### src/rtl/mag_line_tracker.sv
// mag_line_tracker: debounced magnetic line sensors driving a registered direction command with lost-line search
module mag_line_tracker #(
  parameter int NUM_SENS     = 4,
  parameter int DEBOUNCE     = 12_500_000,
  parameter int CNT_W        = 24,
  parameter int ACTIVE_LOW   = 1,
  parameter int LOST_TIMEOUT = 25_000_000,
  parameter int LOST_W       = 25
) (
  input  logic                clock,
  input  logic                reset,
  input  logic                enable,
  input  logic [NUM_SENS-1:0] sens_raw,
  output logic [NUM_SENS-1:0] sens_stable,
  output logic                sens_chg,
  output logic [3:0]          dir,
  output logic                lost
);
  localparam logic [NUM_SENS-1:0] IDLE_RAW = (ACTIVE_LOW != 0) ? {NUM_SENS{1'b1}} : {NUM_SENS{1'b0}};
  localparam logic [CNT_W-1:0] DB_END = CNT_W'(DEBOUNCE - 1);
  localparam logic [CNT_W-1:0] DB_MAX = {CNT_W{1'b1}};
  localparam logic [LOST_W-1:0] LOST_END = LOST_W'(LOST_TIMEOUT - 1);
  localparam logic [1:0] IDLE  = 2'd0;
  localparam logic [1:0] TRACK = 2'd1;
  localparam logic [1:0] STOP  = 2'd2;
  localparam logic [1:0] LOST  = 2'd3;
  localparam logic [3:0] D_FWD    = 4'b0000;
  localparam logic [3:0] D_VEER_L = 4'b0101;
  localparam logic [3:0] D_VEER_R = 4'b1001;
  localparam logic [3:0] D_STOP   = 4'b1111;
  localparam logic [3:0] D_SEARCH = 4'b0110;

  logic [NUM_SENS-1:0] s1, s2, sn, upd;
  logic [CNT_W-1:0]    cnt [NUM_SENS];
  logic [LOST_W-1:0]   lcnt;
  logic [1:0]          state, nxt;
  logic [1:0]          front;
  logic                any_on;
  logic [3:0]          dir_n;

  // Two-flop synchroniser followed by a registered active-high normalisation stage
  always_ff @(posedge clock) begin
    if (reset) begin
      s1 <= IDLE_RAW;
      s2 <= IDLE_RAW;
      sn <= '0;
    end else begin
      s1 <= sens_raw;
      s2 <= s1;
      sn <= s2 ^ IDLE_RAW;
    end
  end

  for (genvar c = 0; c < NUM_SENS; c++) begin : g_db
    assign upd[c] = (sn[c] != sens_stable[c]) && (cnt[c] == DB_END);
    // Count consecutive cycles of disagreement; any agreement restarts the count
    always_ff @(posedge clock) begin
      if (reset || sn[c] == sens_stable[c] || upd[c]) cnt[c] <= '0;
      else if (cnt[c] != DB_MAX) cnt[c] <= cnt[c] + CNT_W'(1);
    end
  end

  // Accept debounced levels; one change pulse covers all channels flipping together
  always_ff @(posedge clock) begin
    if (reset) begin
      sens_stable <= '0;
      sens_chg    <= 1'b0;
    end else begin
      sens_stable <= sens_stable ^ upd;
      sens_chg    <= |upd;
    end
  end

  assign front  = sens_stable[1:0];
  assign any_on = |sens_stable;

  // Next state and the direction it implies; rear channels only feed any_on
  always_comb begin
    nxt = !enable ? IDLE :
          state == IDLE  ? TRACK :
          state == TRACK ? (front == 2'b11 ? STOP : (!any_on && lcnt == LOST_END) ? LOST : TRACK) :
          state == STOP  ? (front != 2'b11 ? TRACK : STOP) :
          (any_on ? TRACK : LOST);
    dir_n = nxt == LOST ? D_SEARCH :
            nxt != TRACK ? D_STOP :
            front == 2'b01 ? D_VEER_L :
            front == 2'b10 ? D_VEER_R :
            front == 2'b11 ? D_STOP : D_FWD;
  end

  // State and outputs registered together so dir/lost follow the state entered on this edge
  always_ff @(posedge clock) begin
    if (reset) begin
      state <= IDLE;
      dir   <= D_STOP;
      lost  <= 1'b0;
    end else begin
      state <= nxt;
      dir   <= dir_n;
      lost  <= nxt == LOST;
    end
  end

  // Lost-line timer runs only while tracking with every sensor inactive
  always_ff @(posedge clock) begin
    if (reset || state != TRACK || nxt != TRACK || any_on) lcnt <= '0;
    else lcnt <= lcnt + LOST_W'(1);
  end
endmodule

### config.mk
export PLATFORM = sky130hd
export DESIGN_NAME = mag_line_tracker
export DESIGN_NICKNAME = d
export VERILOG_FILES = /design/src/rtl/mag_line_tracker.sv
export SDC_FILE = /design/constraint.sdc
export NUM_CORES = 1
export LEC_CHECK = 0
export BUFFER_PORTS_ARGS = -buffer_cell sky130_fd_sc_hd__buf_2
export CAP_MARGIN = 20
export CORE_UTILIZATION = 40
export DETAILED_ROUTE_END_ITERATION = 12
export SETUP_SLACK_MARGIN = 0.4
export SLEW_MARGIN = 20
export SYNTH_ARGS = -nofsm -noshare
export SYNTH_HDL_FRONTEND = slang
export SYNTH_SLANG_ARGS = --single-unit
### constraint.sdc
create_clock -name clock -period 2.4 [get_ports clock]
set_input_delay 0 -clock clock [delete_from_list [all_inputs] [get_ports clock]]
set_output_delay 0 -clock clock [all_outputs]
set_load 0.05 [all_outputs]
==> results of run 1 <==
==> power by group through the flow <==
stage | logic [W] | registers [W] | clock network, W
floorplan | 0.0000297 | 0.00272 | 0
CTS | 0.0000723 | 0.00265 | 0.00259
detailed placement | 0.0000611 | 0.00270 | 0
global route | 0.0000882 | 0.00265 | 0.00270
global placement | 0.0000603 | 0.00270 | 0
finish | 0.0000816 | 0.00265 | 0.00256
==> cells by family after synthesis <==
kind of cell	Yosys count	synth area share, %
and+or+nand+nor	380	28.61
DFF	145	49.77
AOI/OAI and AO/OA	123	10.51
xor gates and xnor gates	63	7.107
buffers and inverters	62	3.207
adders and majority gates	5	0.8058
==> flip-flops by register name, summed over array words and instances, names as in the netlist, named ones only <==
register,flops
cnt,96
dir,4
lcnt,25
lost,1
s1,4
s2,4
sens_chg,1
sn,4
state,2
==> through the flow <==
stage               worst slack (ns)  util, %  cells  area [um^2]
finish                        0.3226    54.60   1178        10310
global route                  0.2641    54.60   1178        10310
CTS                           0.3410    49.69   1116         9388
detailed placement            0.1484    43.87   1039         8289
global placement              0.1905    43.87   1039         8289
floorplan                     0.1692        -    778         7845
==> area by class of cell <==
| type | count | share of cell area (%) |
|---|---|---|
| Clock buffer | 28 | 5.325 |
| Clock inverter | 4 | 0.1941 |
| Inverter | 19 | 0.6914 |
| Multi-Input combinational cell | 583 | 42.04 |
| Sequential cell | 145 | 37.49 |
| Tap cell | 260 | 3.154 |
| Timing Repair Buffer | 139 | 11.10 |
==> critical path, cell delays in order, from the launching register on <==
cell      delay [ns]
edfxtp_1        0.49
nand3_1         0.24
or3_4           0.44
or4_4           0.63
==> what timing repair did <==
| action | CTS | global route |
|---|---|---|
| hold buffers | 6 | 0 |
| cloned | 9 | 6 |
| pin swaps | 17 | 41 |
| gates resized for setup | 44 | 94 |
| endpoints found under the setup margin | 183 | 197 |
| buffers inserted | 30 | 56 |
| endpoints found under the hold margin | 16 | 0 |
==> layer usage <==
layer  vias up  track usage [%]  wire (um)
met1      3437            24.45       9125
li1       3316                -          -
met4         0            6.407        365
met5         -                0          0
met3        29            4.556        825
met2       178            31.61      10050
==> synthesized netlist by cell type (7+ instances only) <==
master / n
nor2_1: 23
a21oi_1: 13
o21ai_0: 33
or2_2: 9
clkbuf_1: 29
xnor2_1: 37
dfxtp_1: 49
o31ai_1: 24
nand3_1: 55
nor3_1: 73
inv_1: 19
and4_1: 17
edfxtp_1: 96
buf_2: 12
and3_1: 10
or3_1: 33
a211oi_1: 45
nor4_1: 22
nand4_1: 33
or4_1: 30
nand2_1: 40
xor2_1: 26
and2_1: 7
==> worst max-delay path by stage <==
stage	start	to	slack (ns)	cells after the start
after detailed placement	cnt[0][7]	cnt[0][1]	0.15	3
after CTS	cnt[0][1]	cnt[0][16]	0.34	4
final	cnt[0][16]	cnt[0][3]	0.32	3
after floorplan	cnt[0][0]	cnt[0][0]	0.17	5
after global routing	cnt[0][0]	cnt[0][21]	0.26	5
after global placement	cnt[0][0]	cnt[0][1]	0.19	4
==> run summary, run 1 <==
antenna diode count -> 0
reg-to-reg slack, setup -> 0.32 ns
routed via count -> 6960
register area -> 0.003867 mm^2
Slew Viols, Final -> 0
Antenna Nets Post-Route -> 0
worst endpoint required time -> 2.56 ns
grt total ovfl -> 0
FF+latch count, synth -> 145
hold path startpoint -> sens_raw[1]
Residual DRC -> 0
Routed Wire Length -> 20370 um
worst hold path type -> input port to flip-flop
combinational power share -> 1.5%
Syn Area/Cell -> 9.979 um^2
worst vdd ir -> 351.2 uV
Peak Freq -> 0.4814 GHz
1st-pass router iterations -> 5
CTS Buf Count -> 17
Async S/R FF share, synth -> 0%
WL/cell -> 17.29 um
largest cells by area after synthesis -> edfxtp_1 (37%), dfxtp_1 (13%), nor3_1 (4.7%)
largest net degree at the start of global routing -> 26
H-tree depth -> 4
skew final -> 0.01015 ns
min Tclk post-route -> 2.077 ns
static leakage power -> 3.348 nW
Min-Delay Path Depth -> 3
max_cap viols -> 0
Hold Crit Endpoint -> s1[1]
Post-Syn Nets -> 790
kind of end point of the critical path -> flip-flop
Startpoint Class -> flip-flop
DIE AREA -> 0.01997 mm^2
final estimated routing congestion in global placement -> 0.8191
RSZ-0062 raised after global routing -> true
IO buf count -> 16
share of cells above drive strength 1 -> 31.05%
Tcrit/Tclk final -> 86.56%
Setup Crit Path Kind -> flip-flop to flip-flop
CP arrival -> 2.24 ns
Core ar. -> 0.01889 mm^2
Cell variety after synth -> 47
fillers -> 1634
Post-synth EDFFs -> 96
synth warn -> 0
max_slew headroom -> 62.53%
status -> finished clean
antenna violations before repair -> 0
NumNets Final -> 917
commonest non-fill, non-tap cell in the layout -> buf_4
worst-margin pin slew -> 0.5569 ns
Die Y -> 141.3 um
Hold WS -> 0.2916 ns
internal power -> 0.004229 W
starting DRC count in detailed routing -> 424
clock transition at the registers of the reported paths -> 0.06 ns
vias per cell -> 5.908
post-synthesis sequential area ratio -> 49.77%
Tot Pwr -> 0.005288 W
Cells after Synth -> 778
Area growth syn-to-layout -> 32.86%
FF-to-FF End -> cnt[0][3]
Root Driver -> clkbuf_16
Yosys top cell by area -> edfxtp_1
Total Neg Setup Slack -> 0 ns
worst skew pair latency -> 0.43 ns
Switching Share -> 20.03%
Clk pwr share -> 48.3%
post-synth top area share -> 37.13%
largest fanout on the critical path -> 7
vias in the first global route -> 6347
clock sink count -> 145
Switching Power -> 0.001059 W
Cell Area, Synth -> 0.007764 mm^2
floorplan row count -> 50
Sequential Power Share -> 50.1%
R2R cell count -> 3
first-pass GRT wire length -> 30530 um
# IOs -> 17
Fin. Hold Viols -> 0
most frequent cells in the layout -> buf_4 (100), edfxtp_1 (96), nor3_1 (67)
Die Wd -> 141.3 um
Primary FF master, synth -> edfxtp_1
Final setup viols -> 0
Initial Util -> 41.09%
Pwr Density -> 512.7 mW/mm^2
clk buf depth -> 2
Worst R2R Start -> cnt[0][16]
Global Route Usage Sum -> 19.08%
multi-input logic area -> 0.004337 mm^2
Detail Placement HPWL -> 11310 um
TritonCTS clock tree -> yes
No activity file was read; power rests on OpenSTA's default activity.
==> run 2, diff against run 1 <==
--- a/config.mk
+++ b/config.mk
@@ -10,6 +10,7 @@
 export CORE_UTILIZATION = 40
 export DETAILED_ROUTE_END_ITERATION = 12
 export SETUP_SLACK_MARGIN = 0.4
+export SKIP_CTS_REPAIR_TIMING = 1
 export SLEW_MARGIN = 20
 export SYNTH_ARGS = -nofsm -noshare
 export SYNTH_HDL_FRONTEND = slang
==> constraint.sdc (replaced) <==
create_clock -name clock -period 2.2 [get_ports clock]
set_input_delay 0 -clock clock [delete_from_list [all_inputs] [get_ports clock]]
set_output_delay 0 -clock clock [all_outputs]
set_load 0.05 [all_outputs]
==> run 2 against run 1 <==
First-iteration DRC count up 64%. Die area unchanged. Cell area up 9.7%. Routed wire length up 11%. Maximum frequency down 0.42%. Hold slack better by 0.0036 ns. Clock-buffer cell count down 8. Total power up 15%. Critical path type unchanged. Critical endpoint is now cnt[0][10].
==> run summary, run 2 (synthesized netlist as in run 1, its figures left out) <==
NumNets Final -> 962 (was 917)
GR peak layer -> met2 (unchanged)
vias per cell -> 5.963 (was 5.908)
internal power -> 0.004838 W (was 0.004229 W)
skew final -> 0.01118 ns (was 0.01015 ns)
fillers -> 1479 (was 1634)
WL/cell -> 18.47 um (was 17.29 um)
Detail Placement HPWL -> 11730 um (was 11310 um)
worst skew pair latency -> 0.43 ns (about the same)
starting DRC count in detailed routing -> 694 (was 424)
antenna diode count -> 0 (unchanged)
R2R cell count -> 5 (was 3)
Die Y -> 141.3 um (unchanged)
clock sink count -> 145 (unchanged)
global-route met1 utilization -> 24.31% (was 24.45%)
Tcrit/Tclk final -> 94.83% (was 86.56%)
largest net degree at the start of global routing -> 26 (unchanged)
vias in the first global route -> 6193 (was 6347)
max_cap viols -> 0 (unchanged)
commonest non-fill, non-tap cell in the layout -> buf_4 (unchanged)
max_slew headroom -> 69.57% (was 62.53%)
largest registers -> cnt x96, lcnt x25 (unchanged)
Biggest register -> cnt (unchanged)
Setup Slack @ Placement -> 0.03888 ns (was 0.1484 ns)
worst hold path type -> input port to flip-flop (unchanged)
Fin. Hold Viols -> 0 (unchanged)
RSZ-0062 raised after global routing -> true (unchanged)
antenna violations before repair -> 0 (unchanged)
critical path's top delay family -> simple AND/OR/NAND/NOR gates (unchanged)
Worst path depth -> 5 (was 3)
Antenna Nets Post-Route -> 0 (unchanged)
Sequential Power Share -> 47.3% (was 50.1%)
Total Neg Setup Slack -> 0 ns (unchanged)
static leakage power -> 3.757 nW (was 3.348 nW)
met2 Resource Use GR -> 29.89% (was 31.61%)
floorplan row count -> 50 (unchanged)
worst-margin pin slew -> 0.4564 ns (was 0.5569 ns)
Area growth syn-to-layout -> 45.79% (was 32.86%)
clk buf depth -> 2 (unchanged)
most frequent cells in the layout -> buf_4 (108), edfxtp_1 (96), nand3_1 (48) (was buf_4 (100), edfxtp_1 (96), nor3_1 (67))
Root Driver -> clkbuf_16 (unchanged)
Pwr Density -> 538.9 mW/mm^2 (was 512.7 mW/mm^2)
TritonCTS clock tree -> yes (unchanged)
largest fanout on the critical path -> 7 (unchanged)
Initial Util -> 41.09% (unchanged)
DIE AREA -> 0.01997 mm^2 (unchanged)
Peak Freq -> 0.4793 GHz (was 0.4814 GHz)
worst vdd ir -> 573.1 uV (was 351.2 uV)
first-pass GRT wire length -> 29710 um (was 30530 um)
Residual DRC -> 0 (unchanged)
Switching Share -> 20.67% (was 20.03%)
min Tclk post-route -> 2.086 ns (was 2.077 ns)
Global Route Usage Sum -> 18.43% (was 19.08%)
Clk pwr share -> 50.8% (was 48.3%)
Die Wd -> 141.3 um (unchanged)
CTS Buf Count -> 17 (unchanged)
clock transition at the registers of the reported paths -> 0.07 ns (was 0.06 ns)
CP arrival -> 2.22 ns (was 2.24 ns)
crit path cell chain -> nand4_1, buf_4, or3_4, o21ai_4, or4_4 (was nand3_1, or3_4, or4_4)
register area -> 0.003894 mm^2 (was 0.003867 mm^2)
IO buf count -> 16 (unchanged)
1st-pass router iterations -> 5 (unchanged)
kind of end point of the critical path -> flip-flop (unchanged)
H-tree depth -> 4 (unchanged)
Switching Power -> 0.001261 W (was 0.001059 W)
# IOs -> 17 (unchanged)
share of cells above drive strength 1 -> 41.64% (was 31.05%)
Routed Wire Length -> 22590 um (was 20370 um)
Final setup viols -> 0 (unchanged)
worst endpoint required time -> 2.34 ns (was 2.56 ns)
Core ar. -> 0.01889 mm^2 (unchanged)
max incr delay on CP -> 0.40 ns (was 0.63 ns)
Setup Crit Path Kind -> flip-flop to flip-flop (unchanged)
worst path bufs/invs -> 1 (was 0)
final estimated routing congestion in global placement -> 0.8197 (was 0.8191)
multi-input logic area -> 0.004738 mm^2 (was 0.004337 mm^2)
Hold WS -> 0.2951 ns (was 0.2916 ns)
routed via count -> 7293 (was 6960)
combinational power share -> 1.9% (was 1.5%)
grt total ovfl -> 0 (unchanged)
max reg flops -> 96 (unchanged)
Min-Delay Path Depth -> 3 (unchanged)
status -> finished clean (unchanged)
Crit-path slowest cell -> edfxtp_1 (was or4_4)
Tot Pwr -> 0.006099 W (was 0.005288 W)
Worst Slack Setup Final -> 0.1138 ns (was 0.3226 ns)
Slew Viols, Final -> 0 (unchanged)
Startpoint Class -> flip-flop (unchanged)
GRT met3 Usage -> 4.117% (was 4.556%)
-- run 2: final cells by class --
cell class / instances / area share (%)
Sequential cell: 145 / 34.40
Timing Repair Buffer: 182 / 14.77
Multi-Input combinational cell: 585 / 41.86
Inverter: 19 / 0.6301
Clock inverter: 12 / 1.603
Clock buffer: 20 / 3.858
Tap cell: 260 / 2.874
-- run 2: worst register-to-register path, delay by kind of cell, from the launching register on --
| family | cells | cell delay, ns |
|---|---|---|
| buffers and inverters | 1 | 0.20 |
| flip-flops | 1 | 0.40 |
| AO/OA/AOI/OAI | 1 | 0.35 |
| AND/OR/NAND/NOR | 3 | 0.85 |
-- run 2: worst paths after layout --
check | startpoint | end | slack [ns]
setup / recovery | cnt[0][19] | cnt[0][10] | 0.11
setup reg to reg | cnt[0][19] | cnt[0][10] | 0.11
hold / removal | sens_raw[1] | s1[1] | 0.30
hold reg to reg | s2[2] | sn[2] | 0.38
-- run 2: metrics by stage --
stage | utilization (%) | std cells | instance area (um^2)
final | 59.91 | 1223 | 11320
after global routing | 59.91 | 1223 | 11320
after CTS | 48.58 | 1092 | 9179
after detailed placement | 45.31 | 1060 | 8561
after global placement | 45.31 | 1060 | 8561
after floorplan | - | 778 | 8055
-- run 2: power groups by stage --
stage / registers [W] / clock network (W) / logic, W
finish: 0.00289 / 0.00310 / 0.000114
global route: 0.00289 / 0.00326 / 0.000121
CTS: 0.00289 / 0.00312 / 0.0000721
detailed placement: 0.00295 / 0 / 0.0000720
global placement: 0.00295 / 0 / 0.0000704
floorplan: 0.00296 / 0 / 0.0000335
-- run 2: per-layer routing --
| layer | routed length (um) | vias up |
|---|---|---|
| li1 | - | 3395 |
| met1 | 9710 | 3585 |
| met2 | 11190 | 249 |
| met3 | 1171 | 64 |
| met4 | 520 | 0 |
| met5 | 0 | - |
==> run 3, diff against run 2 <==
--- a/config.mk
+++ b/config.mk
@@ -8,6 +8,7 @@
 export BUFFER_PORTS_ARGS = -buffer_cell sky130_fd_sc_hd__buf_2
 export CAP_MARGIN = 20
 export CORE_UTILIZATION = 40
+export CTS_BUF_LIST = sky130_fd_sc_hd__clkbuf_8
 export DETAILED_ROUTE_END_ITERATION = 12
 export SETUP_SLACK_MARGIN = 0.4
 export SKIP_CTS_REPAIR_TIMING = 1
@@ -15,3 +16,4 @@
 export SYNTH_ARGS = -nofsm -noshare
 export SYNTH_HDL_FRONTEND = slang
 export SYNTH_SLANG_ARGS = --single-unit
+export TNS_END_PERCENT = 30
==> run 3 against run 2 <==
Sequential share of layout area up 3.5 points. Clock skew down 0.0010 ns. Utilization down 5.8 points. Sequential cell count unchanged. Non-clock buffer count down 27. Register-to-register slack about the same. Sequential power about the same. Global-route usage up 0.10 points. Cell area down 9.7%. Die area unchanged. Combinational power down 19%.
==> run summary, run 3 (synthesized netlist as in run 1, its figures left out) <==
status -> finished clean (unchanged)
starting DRC count in detailed routing -> 594 (was 694)
Final setup viols -> 0 (unchanged)
Tot Pwr -> 0.005422 W (was 0.006099 W)
CTS Buf Count -> 17 (unchanged)
FF-to-FF End -> cnt[0][22] (was cnt[0][10])
Fin. Hold Viols -> 0 (unchanged)
Crit-path slowest cell -> or4_4 (was edfxtp_1)
1st-pass router iterations -> 5 (unchanged)
Total Neg Setup Slack -> 0 ns (unchanged)
Final Cell Area -> 0.01022 mm^2 (was 0.01132 mm^2)
Core ar. -> 0.01889 mm^2 (unchanged)
R2R cell count -> 6 (was 5)
Setup Slack @ Placement -> 0.009343 ns (was 0.03888 ns)
worst hold path type -> input port to flip-flop (unchanged)
share of cells above drive strength 1 -> 31.19% (was 41.64%)
grt total ovfl -> 0 (unchanged)
RSZ-0062 raised after global routing -> true (unchanged)
Peak Freq -> 0.4805 GHz (was 0.4793 GHz)
Area growth syn-to-layout -> 31.68% (was 45.79%)
Post-Layout Cell Count -> 1193 (was 1223)
largest fanout on the critical path -> 9 (was 7)
Root Driver -> clkbuf_8 (was clkbuf_16)
DIE AREA -> 0.01997 mm^2 (unchanged)
max reg flops -> 96 (unchanged)
max_cap viols -> 0 (unchanged)
vias per cell -> 5.824 (was 5.963)
placed cell count -> 1082 (was 1060)
Slew Viols, Final -> 0 (unchanged)
antenna diode count -> 0 (unchanged)
antenna violations before repair -> 0 (unchanged)
clock transition at the registers of the reported paths -> 0.08 ns (was 0.07 ns)
NumNets Final -> 932 (was 962)
worst skew pair latency -> 0.46 ns (was 0.43 ns)
worst path bufs/invs -> 1 (unchanged)
max_slew headroom -> 71.37% (was 69.57%)
Startpoint Class -> flip-flop (unchanged)
clk buf depth -> 2 (unchanged)
Residual DRC -> 0 (unchanged)
crit path cell chain -> ha_4, nand4_1, or4_4, buf_4, or4_1, a21oi_1 (was nand4_1, buf_4, or3_4, o21ai_4, or4_4)
floorplan row count -> 50 (unchanged)
H-tree depth -> 4 (unchanged)
critical path's top delay family -> simple AND/OR/NAND/NOR gates (unchanged)
Min-Delay Path Depth -> 3 (unchanged)
worst-margin pin slew -> 0.4249 ns (was 0.4564 ns)
largest registers -> cnt x96, lcnt x25 (unchanged)
Global Route Usage Sum -> 18.53% (was 18.43%)
static leakage power -> 3.339 nW (was 3.757 nW)
placed cell areas -> 0.008600 mm^2 (was 0.008561 mm^2)
skew final -> 0.01016 ns (was 0.01118 ns)
hold path startpoint -> sens_raw[0] (was sens_raw[1])
worst endpoint required time -> 2.52 ns (was 2.34 ns)
final estimated routing congestion in global placement -> 0.8417 (was 0.8197)
Die Wd -> 141.3 um (unchanged)
Tcrit/Tclk final -> 94.59% (was 94.83%)
CP arrival -> 2.40 ns (was 2.22 ns)
WL/cell -> 17.14 um (was 18.47 um)
largest net degree at the start of global routing -> 26 (unchanged)
TritonCTS clock tree -> yes (unchanged)
# IOs -> 17 (unchanged)
worst vdd ir -> 434.4 uV (was 573.1 uV)
IO buf count -> 16 (unchanged)
Worst Slack Setup Final -> 0.1190 ns (was 0.1138 ns)
max incr delay on CP -> 0.49 ns (was 0.40 ns)
clock sink count -> 145 (unchanged)
Detail Placement HPWL -> 12050 um (was 11730 um)
Pwr Density -> 530.4 mW/mm^2 (was 538.9 mW/mm^2)
first-pass GRT wire length -> 29830 um (was 29710 um)
vias in the first global route -> 6009 (was 6193)
Hold Crit Endpoint -> s1[0] (was s1[1])
reg-to-reg slack, setup -> 0.12 ns (was 0.11 ns)
Biggest register -> cnt (unchanged)
Antenna Nets Post-Route -> 0 (unchanged)
Initial Util -> 41.09% (unchanged)
Routed Wire Length -> 20450 um (was 22590 um)
most frequent cells in the layout -> buf_4 (112), edfxtp_1 (96), nor3_1 (73) (was buf_4 (108), edfxtp_1 (96), nand3_1 (48))
Setup Crit Path Kind -> flip-flop to flip-flop (unchanged)
commonest non-fill, non-tap cell in the layout -> buf_4 (unchanged)
kind of end point of the critical path -> flip-flop (unchanged)
min Tclk post-route -> 2.081 ns (was 2.086 ns)
Worst R2R Start -> cnt[0][1] (was cnt[0][19])
Die Y -> 141.3 um (unchanged)
routed via count -> 6948 (was 7293)
==> run 3: worst max-delay path by stage <==
stage | startpoint | to | slack (ns) | cells past startpoint
final | cnt[0][1] | cnt[0][22] | 0.12 | 6
after global routing | cnt[0][19] | cnt[0][23] | 0.03 | 5
after CTS | cnt[3][4] | cnt[3][21] | -0.005 | 4
after detailed placement | cnt[3][4] | cnt[3][21] | 0.009 | 4
after global placement | cnt[0][1] | cnt[0][5] | 0.06 | 4
after floorplan | cnt[0][0] | cnt[0][0] | -0.03 | 5
==> run 3: worst reg2reg max path, cell delays in order (launching register included) <==
cell and delay [ns]:
edfxtp_1 0.40, ha_4 0.15, nand4_1 0.13, or4_4 0.49, buf_4 0.20, or4_1 0.41
a21oi_1 0.16
==> run 3: layout make-up <==
| class | count | area (um^2) |
|---|---|---|
| Sequential cell | 145 | 3877 |
| Fill cell | 1611 | 8670 |
| Multi-Input combinational cell | 582 | 4228 |
| Clock inverter | 10 | 156.4 |
| Clock buffer | 22 | 302.8 |
| Inverter | 19 | 71.32 |
| Timing Repair Buffer | 155 | 1262 |
| Tap cell | 260 | 325.3 |
==> run 3: power breakdown <==
part           switching (W)  internal [W]
Clock                0.00106       0.00138
Sequential        0.00000776       0.00288
Combinational      0.0000544     0.0000377
==> run 3: per-stage QoR <==
step,hold WS (ns),utilization (%)
after floorplan,0.1038,-
after global placement,0.1844,45.52
after detailed placement,0.1870,45.52
after CTS,-0.3035,47.95
after global routing,0.2546,54.11
final,0.2389,54.11
==> run 3: per-layer routing <==
| metal | GRT usage, % | up-vias | wire, um |
|---|---|---|---|
| li1 | - | 3335 | - |
| met5 | 0 | - | 0 |
| met3 | 3.915 | 26 | 828 |
| met1 | 25.81 | 3399 | 9529 |
| met2 | 29.10 | 188 | 9841 |
| met4 | 5.149 | 0 | 250 |
